$ cat config.mk
export PLATFORM = sky130hd
export DESIGN_NAME = mux_2to1
export DESIGN_NICKNAME = d
export VERILOG_FILES = /design/src/rtl/mux_2to1.sv
export SDC_FILE = /design/constraint.sdc
export NUM_CORES = 1
export LEC_CHECK = 0
export BUFFER_PORTS_ARGS = -buffer_cell sky130_fd_sc_hd__buf_4
export CORE_UTILIZATION = 35
export DETAILED_ROUTE_END_ITERATION = 8
export GPL_TIMING_DRIVEN = 1
export PLACE_DENSITY = 0.65
export SLEW_MARGIN = 10
export SYNTH_ARGS = -nofsm -noshare
export SYNTH_HDL_FRONTEND = slang
export SYNTH_SLANG_ARGS = --single-unit
$ cat constraint.sdc
create_clock -name clk -period 1.5 [get_ports clk]
set_clock_uncertainty 0.05 [all_clocks]
set_input_delay 0.45 -clock clk [delete_from_list [all_inputs] [get_ports clk]]
set_output_delay 0.45 -clock clk [all_outputs]
set_load 0.02 [all_outputs]
$ cat src/rtl/mux_2to1.sv
// Parameterised 2-to-1 selector: combinational y built from per-bit cells,
// plus a registered copy of y/sel and select-activity monitoring for debug.

module mux_2to1_bit (
    input  logic sel,
    input  logic i0,
    input  logic i1,
    output logic y
);
    // An unknown select propagates as X rather than being masked by equal inputs.
    always_comb begin
        y = 1'bx;
        case (sel)
            1'b0:    y = i0;
            1'b1:    y = i1;
            default: y = 1'bx;
        endcase
    end
endmodule

module mux_2to1 #(
    parameter int WIDTH = 1,
    parameter int CNT_W = 8
) (
    input  logic             clk,
    input  logic             rst_n,
    input  logic [WIDTH-1:0] i0,
    input  logic [WIDTH-1:0] i1,
    input  logic             sel,
    output logic [WIDTH-1:0] y,
    output logic [WIDTH-1:0] y_q,
    output logic             sel_q,
    output logic [CNT_W-1:0] sel_toggle_cnt,
    output logic             sel_unknown
);
    genvar b;
    generate
        for (b = 0; b < WIDTH; b++) begin : g_bit
            mux_2to1_bit u_bit (
                .sel (sel),
                .i0  (i0[b]),
                .i1  (i1[b]),
                .y   (y[b])
            );
        end
    endgenerate

    // Counter holds at all-ones; a post-reset sel=1 counts because sel_q resets to 0.
    always_ff @(posedge clk) begin
        if (!rst_n) begin
            y_q            <= '0;
            sel_q          <= 1'b0;
            sel_toggle_cnt <= '0;
        end else begin
            y_q   <= y;
            sel_q <= sel;
            if ((sel != sel_q) && (sel_toggle_cnt != {CNT_W{1'b1}}))
                sel_toggle_cnt <= sel_toggle_cnt + 1'b1;
        end
    end

`ifdef SYNTHESIS
    assign sel_unknown = 1'b0;
`else
    always_ff @(posedge clk) begin
        if (!rst_n)
            sel_unknown <= 1'b0;
        else if ($isunknown(sel))
            sel_unknown <= 1'b1;
    end
`endif
endmodule

=== Word-level counts from Yosys, hierarchy flattened ===
Index checks and enable logic that the tools add are counted.

* Eq/ne operators: 2
* $add $sub $neg: 1
* Reductions and logical operators: 1
* Bitwise logic cells: 1
* Muxes and demuxes: 1

{| class="wikitable"
|+ Operator list
! cell !! number
|-
| $add A8 B1 Y8 const B || 1
|-
| $ne A8 B8 Y1 const B || 1
|-
| $pmux W1 S2 || 1
|-
| $logic_and A1 B1 Y1 || 1
|-
| $ne A1 B1 Y1 || 1
|-
| $not A1 Y1 || 1
|}

* Word-level logic and storage cells: 9
* Output and inout bits: 12
* Bits of input ports: 5
* Register bits: 10

=== Depth between registers and ports, before layout ===
Gate-level depths: netlist (run 1).

* Depth after elaboration: 2
* Gate-level depth with buffers: 5
* Depth with buffers taken out: 5

=== By module ===
From an unflattened synthesis (run 1), not the netlist that was laid out.

* Cells, all modules: 57
* Area total of the unflattened synthesis: 524.3 um2

{| class="wikitable"
|+ By module, submodules not included
! module !! times used !! cells an instance !! sequential area each (um2) !! area an instance (um2)
|-
| mux_2to1 || 1 || 56 || 200.2 || 509.2
|-
| mux_2to1_bit || 1 || 1 || 0.0 || 15.0
|}

=== Worst setup path before layout (run 1) ===
OpenSTA, ideal clock, no wires.

* Path type: register -> register
* Start: register sel_toggle_cnt[0]
* End: register sel_toggle_cnt[1]
* Data required time: 1.333 ns
* Stages on the path, launching flop included: 6
* Buffers on the path: 0
* Setup slack: 0.037 ns
* Arrival: 1.296 ns
* Clock period less this slack: 1.463 ns
* Setup time: 0.117 ns
* Path through: dfxtp_1 -> ha_1 -> nand3_1 -> o21ai_2 -> mux2i_1 -> nor2_1

* Longest elaborated chain between the ends: 2
* Elaborated cells on any way between the ends: 3
* Those cells by class: add/sub: 1; eq/ne: 1; reduce/logical: 1

{| class="wikitable"
|+ Ends and longest elaborated chain
! element !! RTL line !! text
|-
| start: declaration || 33 || <nowiki>output logic [CNT_W-1:0] sel_toggle_cnt,</nowiki>
|-
| start signal: assignment || 58 || <nowiki>sel_toggle_cnt <= sel_toggle_cnt + 1'b1;</nowiki>
|-
| branches (longest 2 deep; another with $add A8 B1 Y8) || - ||
|}

Several ways; the timed one is not identified.
A chain may end at the register's enable or synchronous reset.

=== Worst setup path after layout (run 1) ===
* Start: input port sel
* End: output port y

* Longest elaborated chain between the ends: 2

{| class="wikitable"
|+ Ends and longest elaborated chain
! element !! RTL line !! text
|-
| start: declaration || 29 || <nowiki>input logic sel,</nowiki>
|-
| $not A1 Y1 || 13 || <nowiki>case (sel)</nowiki>
|-
| $pmux W1 S2 * || 13 ||
|-
| end: declaration || 30 || <nowiki>output logic [WIDTH-1:0] y,</nowiki>
|}

Mark *: on every way between the ends. The rest lies on a longest branch, timed or not.

==> results of run 1 <==
[registers in the layout, summed over array words and instances (netlist names)]
| register | cells |
|---|---|
| sel_toggle_cnt | 8 |
| sel_q | 1 |
| y_q | 1 |
[cell type report]
| type | count | area, um^2 |
|---|---|---|
| clock buffers | 4 | 36.3 |
| fillers | 123 | 583 |
| inverters | 2 | 7.51 |
| multi-input cells | 37 | 283 |
| flip-flops and latches | 10 | 200 |
| well taps | 15 | 18.8 |
| repair buffers | 22 | 173 |
[cell families after synthesis]
| logic type | count (synthesis) |
|---|---|
| multiplexers | 3 |
| AO/OA/AOI/OAI | 7 |
| XOR/XNOR | 3 |
| buffers and inverters | 3 |
| AND/OR/NAND/NOR | 22 |
| other | 1 |
| adder cells (fa/ha/maj) | 1 |
| flip-flops | 10 |
[power groups by stage]
| stage | Sequential, mW | Clock (mW) | Combinational, mW |
|---|---|---|---|
| floorplan | 0.310 | 0 | 0.0430 |
| global placement | 0.291 | 0 | 0.119 |
| detailed placement | 0.291 | 0 | 0.122 |
| CTS | 0.285 | 0.246 | 0.126 |
| global route | 0.287 | 0.260 | 0.138 |
| finish | 0.285 | 0.241 | 0.126 |
[cells in the final DEF, fill, tap and decap left out, types with 2 or more instances in the layout]
master,netlist,layout
nor3_2,2,2
mux2i_1,2,2
xor2_1,2,2
buf_6,0,2
nor2_1,3,3
buf_4,1,20
nand4_1,2,2
o211a_1,2,2
clkbuf_4,0,3
inv_1,2,2
dfxtp_1,10,10
nand3_1,4,3
nand2_1,2,2
nor3_1,3,3
[metal layers]
layer | vias to the layer above | GRT usage (%) | part of all wire [%]
li1 | 230 | - | -
met1 | 223 | 18.1 | 44
met2 | 22 | 23.3 | 48
met3 | 4 | 5.68 | 6.3
met4 | 0 | 10.3 | 2.1
met5 | - | 0 | 0
[path summary, 6_finish.rpt]
kind	startpoint	to	slack [ns]	depth (start not counted)
setup / recovery	sel	y	0.02	3
hold / removal	sel	sel_q$_SDFF_PN0_	0.37	2
setup reg to reg	sel_toggle_cnt[0]$_SDFFE_PN0P_	sel_toggle_cnt[5]$_SDFFE_PN0P_	0.08	5
hold reg to reg	sel_toggle_cnt[7]$_SDFFE_PN0P_	sel_toggle_cnt[7]$_SDFFE_PN0P_	0.55	2
[metrics by stage]
step	power [mW]	setup TNS, ns	instance area (um^2)	util [%]	instances
6_report	0.652	0	718	55.2	90
5_1_grt	0.686	-0.0122	718	55.2	90
4_1_cts	0.657	0	713	54.8	90
3_5_place_dp	0.412	-0.0949	666	51.2	86
3_3_place_gp	0.410	-0.0577	666	51.2	86
2_1_floorplan	0.353	0	489	-	50
[worst max-delay path, stage by stage]
cell	delay (ns)
buf_6	0.10
mux2_4	0.30
buf_6	0.13
==> metrics.md, run 1 <==
| Metric | Value |
|---|---|
| Outcome | `finished, final reports clean` |
| Synth Net Count | `56` |
| Row count | `13` |
| 1st-iter DRT viols | `7` |
| DP HPWL | `783 um` |
| Initial antenna violation count | `0` |
| DR WL/cell | `11.8 um` |
| Comb power frac | `19.3%` |
| Worst slack, placed | `-0.0486 ns` |
| WS Path Type | `primary input to output pin` |
| First-pass GRT wire length | `1560 um` |
| H-tree levels | `1` |
| Final Setup Violations | `0` |
| Layout cell share with drive strength beyond 1 | `45.3%` |
| Clock Latency Late Sink | `0.26 ns` |
| Area delta synth->final | `46.8%` |
| Clock slew at reported path FFs | `0.07 ns` |
| Largest family of logic cells by synthesized area | `simple AND/OR/NAND/NOR gates` |
| Core area | `1300 um^2` |
| Post-synthesis mux area share | `6.39%` |
| Count of cell types in the netlist | `27` |
| Die area | `1550 um^2` |
| Largest net degree at the start of global routing | `8` |
| P_int | `0.488 mW` |
| Drt pass-1 iters | `4` |
| Most numerous cell in the Yosys netlist | `dfxtp_1` |
| Num CTS Buffers | `3` |
| Worst Path Required | `1.00 ns` |
| Max VDD drop | `662 uV` |
| Post-CTS Setup Bufs | `0` |
| Synth Area in XOR/XNOR | `5.37%` |
| Largest cells by area after synthesis | `dfxtp_1 (41%), mux2i_1 (4.1%), nand3_1 (4.1%)` |
| Max Slew Vio Count | `0` |
| Proportion of power drawn by flip-flops and latches | `43.8%` |
| Crit path max fanout | `4` |
| Mapped Avg Cell Area | `9.78 um^2` |
| Vias | `479` |
| Hold Slack | `0.366 ns` |
| IO Port Bufs | `15` |
| Die Ht | `39.4 um` |
| Hold Path Class | `primary input to flop` |
| Post-synth ARST share | `0%` |
| Number of synthesized register bits | `10` |
| CTS tree | `built` |
| # nets final | `82` |
| Startpoint class of the critical path | `primary input` |
| Num ports | `17` |
| Root Driver | `clkbuf_4` |
| Top_reg_cell synth | `dfxtp_1` |
| Final worst-path cycle share | `98.9%` |
| Antenna diodes | `0` |
| WP data arrival | `0.98 ns` |
| Clock Power Share | `36.9%` |
| Post-synth top area share | `40.9%` |
| Syn Inst Count | `50` |
| P per Cell Area | `908 nW/um^2` |
| Simple-gate share of the synthesized area | `28.6%` |
| F_max | `0.674 GHz` |
| GPL Wtd Cong | `0.743` |
| Total number of yosys warnings | `0` |
| Seq/Total Area, Yosys | `40.9%` |
| Leading area contributor after synthesis | `dfxtp_1` |
| CTS Hold Buffers Added | `0` |
| Post-Route WL | `1060 um` |
| Post_cts resized | `3` |
| Clock sinks | `10` |
| Synth top cells by count | `dfxtp_1 (10), nand3_1 (4), nor2_1 (3), nor3_1 (3)` |
| Gr ovfl total | `0` |
| # DRC | `0` |
| Setup crit end kind | `output pin` |
| Max Cap Violations | `0` |
| Setup ws final | `0.0164 ns` |
| Synth Area in Compound Gates | `12.3%` |
| Tot GR Track Use | `15.5%` |
| Max Root-Sink Buffers | `2` |
| Switching part of the total | `25.2%` |
| Final Hold Vio Count | `0` |
| Post-Synth Adder-Cell Area | `2.56%` |
| Switch Pwr | `0.164 mW` |
| Leak | `0.332 nW` |
| Initial core utilization | `37.6%` |
| Tmin final | `1.48 ns` |
| Number of global-route vias before repair | `405` |
| Die width | `39.4 um` |
| Mapped cell area | `489 um^2` |
| Routed Antenna Nets | `0` |
| Vias per inst | `5.32` |
| EDFF count, synth | `0` |
Note: power is estimated with default switching activity, not from simulation.
==> run 2: changes to the inputs <==
- BUFFER_PORTS_ARGS: -buffer_cell sky130_fd_sc_hd__buf_4 -> default
- DONT_BUFFER_PORTS: default -> 1
- PLACE_DENSITY: 0.65 -> 0.55
==> run 2 against run 1 <==
Effect of this change: hold slack worse by 0.11 ns; total power is 6.5% lower; maximum frequency rose by 5.6%; design area is 14% lower; sequential power barely moved; highest routed layer unchanged; core utilization down 7.6 points; sequential share of layout area up 4.4 points; critical path type is now flop to flop.
==> metrics.md, run 2 (synthesis results as in run 1) <==
| Metric | Value |
|---|---|
| Outcome | `finished, final reports clean` |
| Max Root-Sink Buffers | `2 (unchanged)` |
| Clock slew at reported path FFs | `0.07 ns (about the same)` |
| Die Ht | `39.4 um (unchanged)` |
| Startpoint class of the critical path | `flop` |
| Largest net degree at the start of global routing | `8 (unchanged)` |
| Layout cell share with drive strength beyond 1 | `34.4% (-11 points)` |
| Gr ovfl total | `0 (unchanged)` |
| DP HPWL | `700 um (-11%)` |
| P per Cell Area | `985 nW/um^2 (+8.5%)` |
| Num ports | `17 (unchanged)` |
| CP Cell Sequence | `ha_1 > nand3_1 > buf_4 > o21ai_2 > mux2i_1 > nor2_1` |
| Max Cap Violations | `0 (unchanged)` |
| Crit path max fanout | `3 (-1)` |
| Leak | `0.270 nW (-19%)` |
| Worst Path Required | `1.61 ns (+0.61 ns)` |
| WP data arrival | `1.51 ns (+0.53 ns)` |
| Core area | `1300 um^2 (unchanged)` |
| Setup crit end kind | `flop` |
| Placed instance count | `75 (-13%)` |
| Clock sinks | `10 (unchanged)` |
| End-of-flow core utilization | `47.6% (-7.6 points)` |
| Hold Slack | `0.258 ns (-0.108 ns)` |
| Most frequent cells in the layout | `buf_4 (11), dfxtp_1 (10), nand3_1 (4)` |
| Reg with most FFs | `sel_toggle_cnt` |
| Post_cts resized | `0 (-3)` |
| IO Port Bufs | `0 (-15)` |
| Final worst-path cycle share | `93.7% (-5.2 points)` |
| RSZ-0062 raised after global routing | `false` |
| CTS Hold Buffers Added | `0 (unchanged)` |
| Final Hold Vio Count | `0 (unchanged)` |
| Final Setup Violations | `0 (unchanged)` |
| # DRC | `0 (unchanged)` |
| Final cell count without fillers | `79 (-12%)` |
| Vias | `411 (-14%)` |
| Tot GR Track Use | `16.0% (+0.51 points)` |
| Antenna diodes | `0 (unchanged)` |
| Vias per inst | `5.20 (-2.2%)` |
| CP peak stage delay | `0.34 ns (+0.04 ns)` |
| Initial core utilization | `37.6% (unchanged)` |
| Number of global-route vias before repair | `371 (-8.4%)` |
| Commonest non-fill, non-tap cell in the layout | `buf_4` |
| Initial antenna violation count | `0 (unchanged)` |
| Tmin final | `1.41 ns (-0.0785 ns)` |
| # nets final | `71 (-13%)` |
| Num CTS Buffers | `3 (unchanged)` |
| Routed Antenna Nets | `0 (unchanged)` |
| First-pass GRT wire length | `1550 um (-0.90%)` |
| GPL Wtd Cong | `0.779 (+4.7%)` |
| Max Slew Vio Count | `0 (unchanged)` |
| Post-Route WL | `945 um (-11%)` |
| Sequential cell area | `200 um^2 (unchanged)` |
| Slowest CP cell | `dfxtp_1` |
| Area delta synth->final | `26.6%` |
| Clock Latency Late Sink | `0.27 ns (about the same)` |
| Die width | `39.4 um (unchanged)` |
| Drt pass-1 iters | `4 (unchanged)` |
| Area of the multi-input gates | `274 um^2 (-3.1%)` |
| Max reg flops | `8 (unchanged)` |
| DR WL/cell | `12.0 um (+1.4%)` |
| Row count | `13 (unchanged)` |
| F_max | `0.712 GHz (+5.6%)` |
| Post-CTS Setup Bufs | `0 (unchanged)` |
| H-tree levels | `1 (unchanged)` |
| CTS tree | `built` |
| Fill count | `126 (+2.4%)` |
| Root Driver | `clkbuf_4` |
| Biggest regs | `sel_toggle_cnt: 8 flops, sel_q: 1 flops, y_q: 1 flops` |
| Worst path bufs/invs | `1 (-1)` |
| Die area | `1550 um^2 (unchanged)` |
| Setup TNS | `0 ns (unchanged)` |
| Max VDD drop | `574 uV (-13%)` |
| WS Path Type | `flop to flop` |
| 1st-iter DRT viols | `17 (+10)` |
| Hold Path Class | `primary input to flop` |
| Delay-heaviest family, CP | `flip-flops` |
==> run 2: final cells by class <==
cell class / instances / area share, %
clock buffers: 4 / 5.86
inverters: 2 / 1.21
multi-input cells: 37 / 44.2
repair buffers: 11 / 13.3
well taps: 15 / 3.03
flip-flops and latches: 10 / 32.3
==> run 2: report_power, final <==
group          switching [mW]  total (mW)  internal, mW
logic                  0.0506      0.0820        0.0314
registers             0.00945       0.287         0.277
clock network          0.0936       0.241         0.147
total                   0.154       0.610         0.456
==> run 2: metrics by stage <==
stage	setup WS [ns]	instance area, um^2	power [mW]
2_1_floorplan	0.0372	489	0.353
3_3_place_gp	0.124	583	0.375
3_5_place_dp	0.124	583	0.375
4_1_cts	0.101	619	0.623
5_1_grt	0.0153	619	0.644
6_report	0.0949	619	0.610
==> run 2: worst paths after layout <==
path	startpoint	end	slack, ns	depth (start not counted)
setup reg to reg	sel_toggle_cnt[1]$_SDFFE_PN0P_	sel_toggle_cnt[1]$_SDFFE_PN0P_	0.09	6
setup / recovery	sel_toggle_cnt[1]$_SDFFE_PN0P_	sel_toggle_cnt[1]$_SDFFE_PN0P_	0.09	6
hold reg to reg	sel_toggle_cnt[6]$_SDFFE_PN0P_	sel_toggle_cnt[6]$_SDFFE_PN0P_	0.57	2
hold / removal	rst_n	y_q$_SDFF_PN0_	0.26	1
==> run 2: layer usage <==
metal,global-route usage (%),vias to the layer above,wire (um)
met5,0,-,0
met3,11.4,2,60
met4,7.76,0,10
li1,-,210,-
met1,17.5,184,449
met2,22.9,15,424
==> run 3: changes to the inputs <==
--- a/constraint.sdc
+++ b/constraint.sdc
@@ -3,3 +3,3 @@
 set_input_delay 0.45 -clock clk [delete_from_list [all_inputs] [get_ports clk]]
 set_output_delay 0.45 -clock clk [all_outputs]
-set_load 0.02 [all_outputs]
+set_load 0.05 [all_outputs]
==> run 3 against run 2 <==
Effect of this change: die area unchanged; via count down 0.24%; largest power group unchanged; setup slack improved by 0.0070 ns; highest routed layer is now met3.
==> metrics.md, run 3 (synthesis results as in run 1) <==
| Metric | Value |
|---|---|
| Vias per inst | `5.26 (+1.0%)` |
| GPL Wtd Cong | `0.760 (-2.4%)` |
| Max Root-Sink Buffers | `2 (unchanged)` |
| Die width | `39.4 um (unchanged)` |
| Core area | `1300 um^2 (unchanged)` |
| RSZ-0062 raised after global routing | `false` |
| Initial core utilization | `37.6% (unchanged)` |
| Startpoint class of the critical path | `flop` |
| Routed Antenna Nets | `0 (unchanged)` |
| Gr ovfl total | `0 (unchanged)` |
| Max Slew Vio Count | `0 (unchanged)` |
| Initial antenna violation count | `0 (unchanged)` |
| Reg2reg end | `sel_toggle_cnt[5]$_SDFFE_PN0P_` |
| Num ports | `17 (unchanged)` |
| Root Driver | `clkbuf_4` |
| Drt pass-1 iters | `4 (unchanged)` |
| Max VDD drop | `482 uV (-16%)` |
| 1st-iter DRT viols | `5 (-12)` |
| Max Cap Violations | `0 (unchanged)` |
| Hold Slack | `0.259 ns (+0.000333 ns)` |
| Final Hold Vio Count | `0 (unchanged)` |
| Crit path max fanout | `4 (+1)` |
| Post_cts resized | `0 (unchanged)` |
| Tot GR Track Use | `14.0% (-2.0 points)` |
| Clock sinks | `10 (unchanged)` |
| Layout cell share with drive strength beyond 1 | `49.2% (+15 points)` |
| H-tree levels | `1 (unchanged)` |
| Area delta synth->final | `28.4%` |
| Post-Route WL | `975 um (+3.2%)` |
| Hold Path Class | `primary input to flop` |
| DR WL/cell | `12.5 um (+4.5%)` |
| Die Ht | `39.4 um (unchanged)` |
| FF-to-FF Start | `sel_toggle_cnt[1]$_SDFFE_PN0P_` |
| DP HPWL | `735 um (+5.0%)` |
| Largest net degree at the start of global routing | `9 (+1)` |
| Final Setup Violations | `0 (unchanged)` |
| Num CTS Buffers | `3 (unchanged)` |
| Commonest non-fill, non-tap cell in the layout | `buf_4` |
| Post-CTS Setup Bufs | `0 (unchanged)` |
| P per Cell Area | `1040 nW/um^2 (+5.6%)` |
| Reg with most FFs | `sel_toggle_cnt` |
| Launch point of the worst hold path | `rst_n` |
| # nets final | `70 (-1.4%)` |
| Clock slew at reported path FFs | `0.07 ns (about the same)` |
| # DRC | `0 (unchanged)` |
| CTS tree | `built` |
| Clock Latency Late Sink | `0.26 ns (about the same)` |
| Vias | `410 (-0.24%)` |
| Most frequent cells in the layout | `buf_4 (10), dfxtp_2 (9)` |
| IO Port Bufs | `0 (unchanged)` |
| WHS Path Cells | `1 (unchanged)` |
| Setup TNS | `0 ns (unchanged)` |
| Worst Path Required | `1.00 ns (-0.61 ns)` |
| Die area | `1550 um^2 (unchanged)` |
| Biggest regs | `sel_toggle_cnt: 8 flops, sel_q: 1 flops, y_q: 1 flops` |
| CTS Hold Buffers Added | `0 (unchanged)` |
| Leak | `0.270 nW (-0.15%)` |
| Outcome | `finished, final reports clean` |
| Final worst-path cycle share | `93.2% (-0.47 points)` |
| Number of global-route vias before repair | `368 (-0.81%)` |
| Tmin final | `1.40 ns (-0.00700 ns)` |
| R2R Setup Slk | `0.11 ns (+0.02 ns)` |
| F_max | `0.715 GHz (+0.50%)` |
| WS Path Type | `flop to output pin` |
| Max reg flops | `8 (unchanged)` |
| Setup crit end kind | `output pin` |
| First-pass GRT wire length | `1410 um (-8.9%)` |
| Worst Hold End | `y_q$_SDFF_PN0_` |
| WP data arrival | `0.90 ns (-0.61 ns)` |
| Antenna diodes | `0 (unchanged)` |
| Row count | `13 (unchanged)` |
| R2R depth | `4 (-2)` |
## run 3: cell types whose count changed in the layout (fill, tap and decap cells not counted)
cell / before / now
buf_4: 11 / 10
nand3_1: 4 / 3
dfxtp_2: 0 / 9
dfxtp_1: 10 / 1
nand3_2: 0 / 1
## run 3: critical path, cell delays in order, from the launching register on
cell     delay [ns]
dfxtp_2        0.32
buf_4          0.14
buf_4          0.18
## run 3: stage by stage
| step | power (mW) | utilization (%) | area (um^2) | setup WS (ns) | cells |
|---|---|---|---|---|---|
| after floorplan | 0.390 | - | 500 | 0.00926 | 50 |
| final | 0.653 | 48.3 | 628 | 0.102 | 78 |
| after CTS | 0.664 | 47.9 | 623 | 0.0593 | 78 |
| after global routing | 0.686 | 48.3 | 628 | 0.0556 | 78 |
| after detailed placement | 0.418 | 45.1 | 587 | 0.0858 | 74 |
| after global placement | 0.418 | 45.1 | 587 | 0.110 | 74 |
## run 3: power by group
part           internal (mW)  switching [mW]
Combinational         0.0370          0.0828
Sequential             0.279          0.0133
Clock                  0.147          0.0935
## run 3: metal layers
layer	share of wire (%)	GRT usage, %
met5	0	0
met4	0	7.76
met3	4.9	5.68
met2	46	21.3
met1	49	16.4
## run 3: layout make-up
type	instances	area, um^2
inverter	2	7.51
multi-input combinational	37	279
tap	15	18.8
clock buffer	4	36.3
timing repair buffer	10	75.1
fill	134	673
sequential	10	211
## run 3: worst max path at each step
stage,startpoint,endpoint,slack [ns]
finish,sel_toggle_cnt[0]$_SDFFE_PN0P_,sel_toggle_cnt[0],0.10
CTS,sel_toggle_cnt[0]$_SDFFE_PN0P_,sel_toggle_cnt[5]$_SDFFE_PN0P_,0.06
floorplan,sel_toggle_cnt[0]$_SDFFE_PN0P_,sel_toggle_cnt[1]$_SDFFE_PN0P_,0.009
global placement,sel,y,0.11
global route,sel_toggle_cnt[0]$_SDFFE_PN0P_,sel_toggle_cnt[0],0.06
detailed placement,sel_toggle_cnt[0]$_SDFFE_PN0P_,sel_toggle_cnt[5]$_SDFFE_PN0P_,0.09
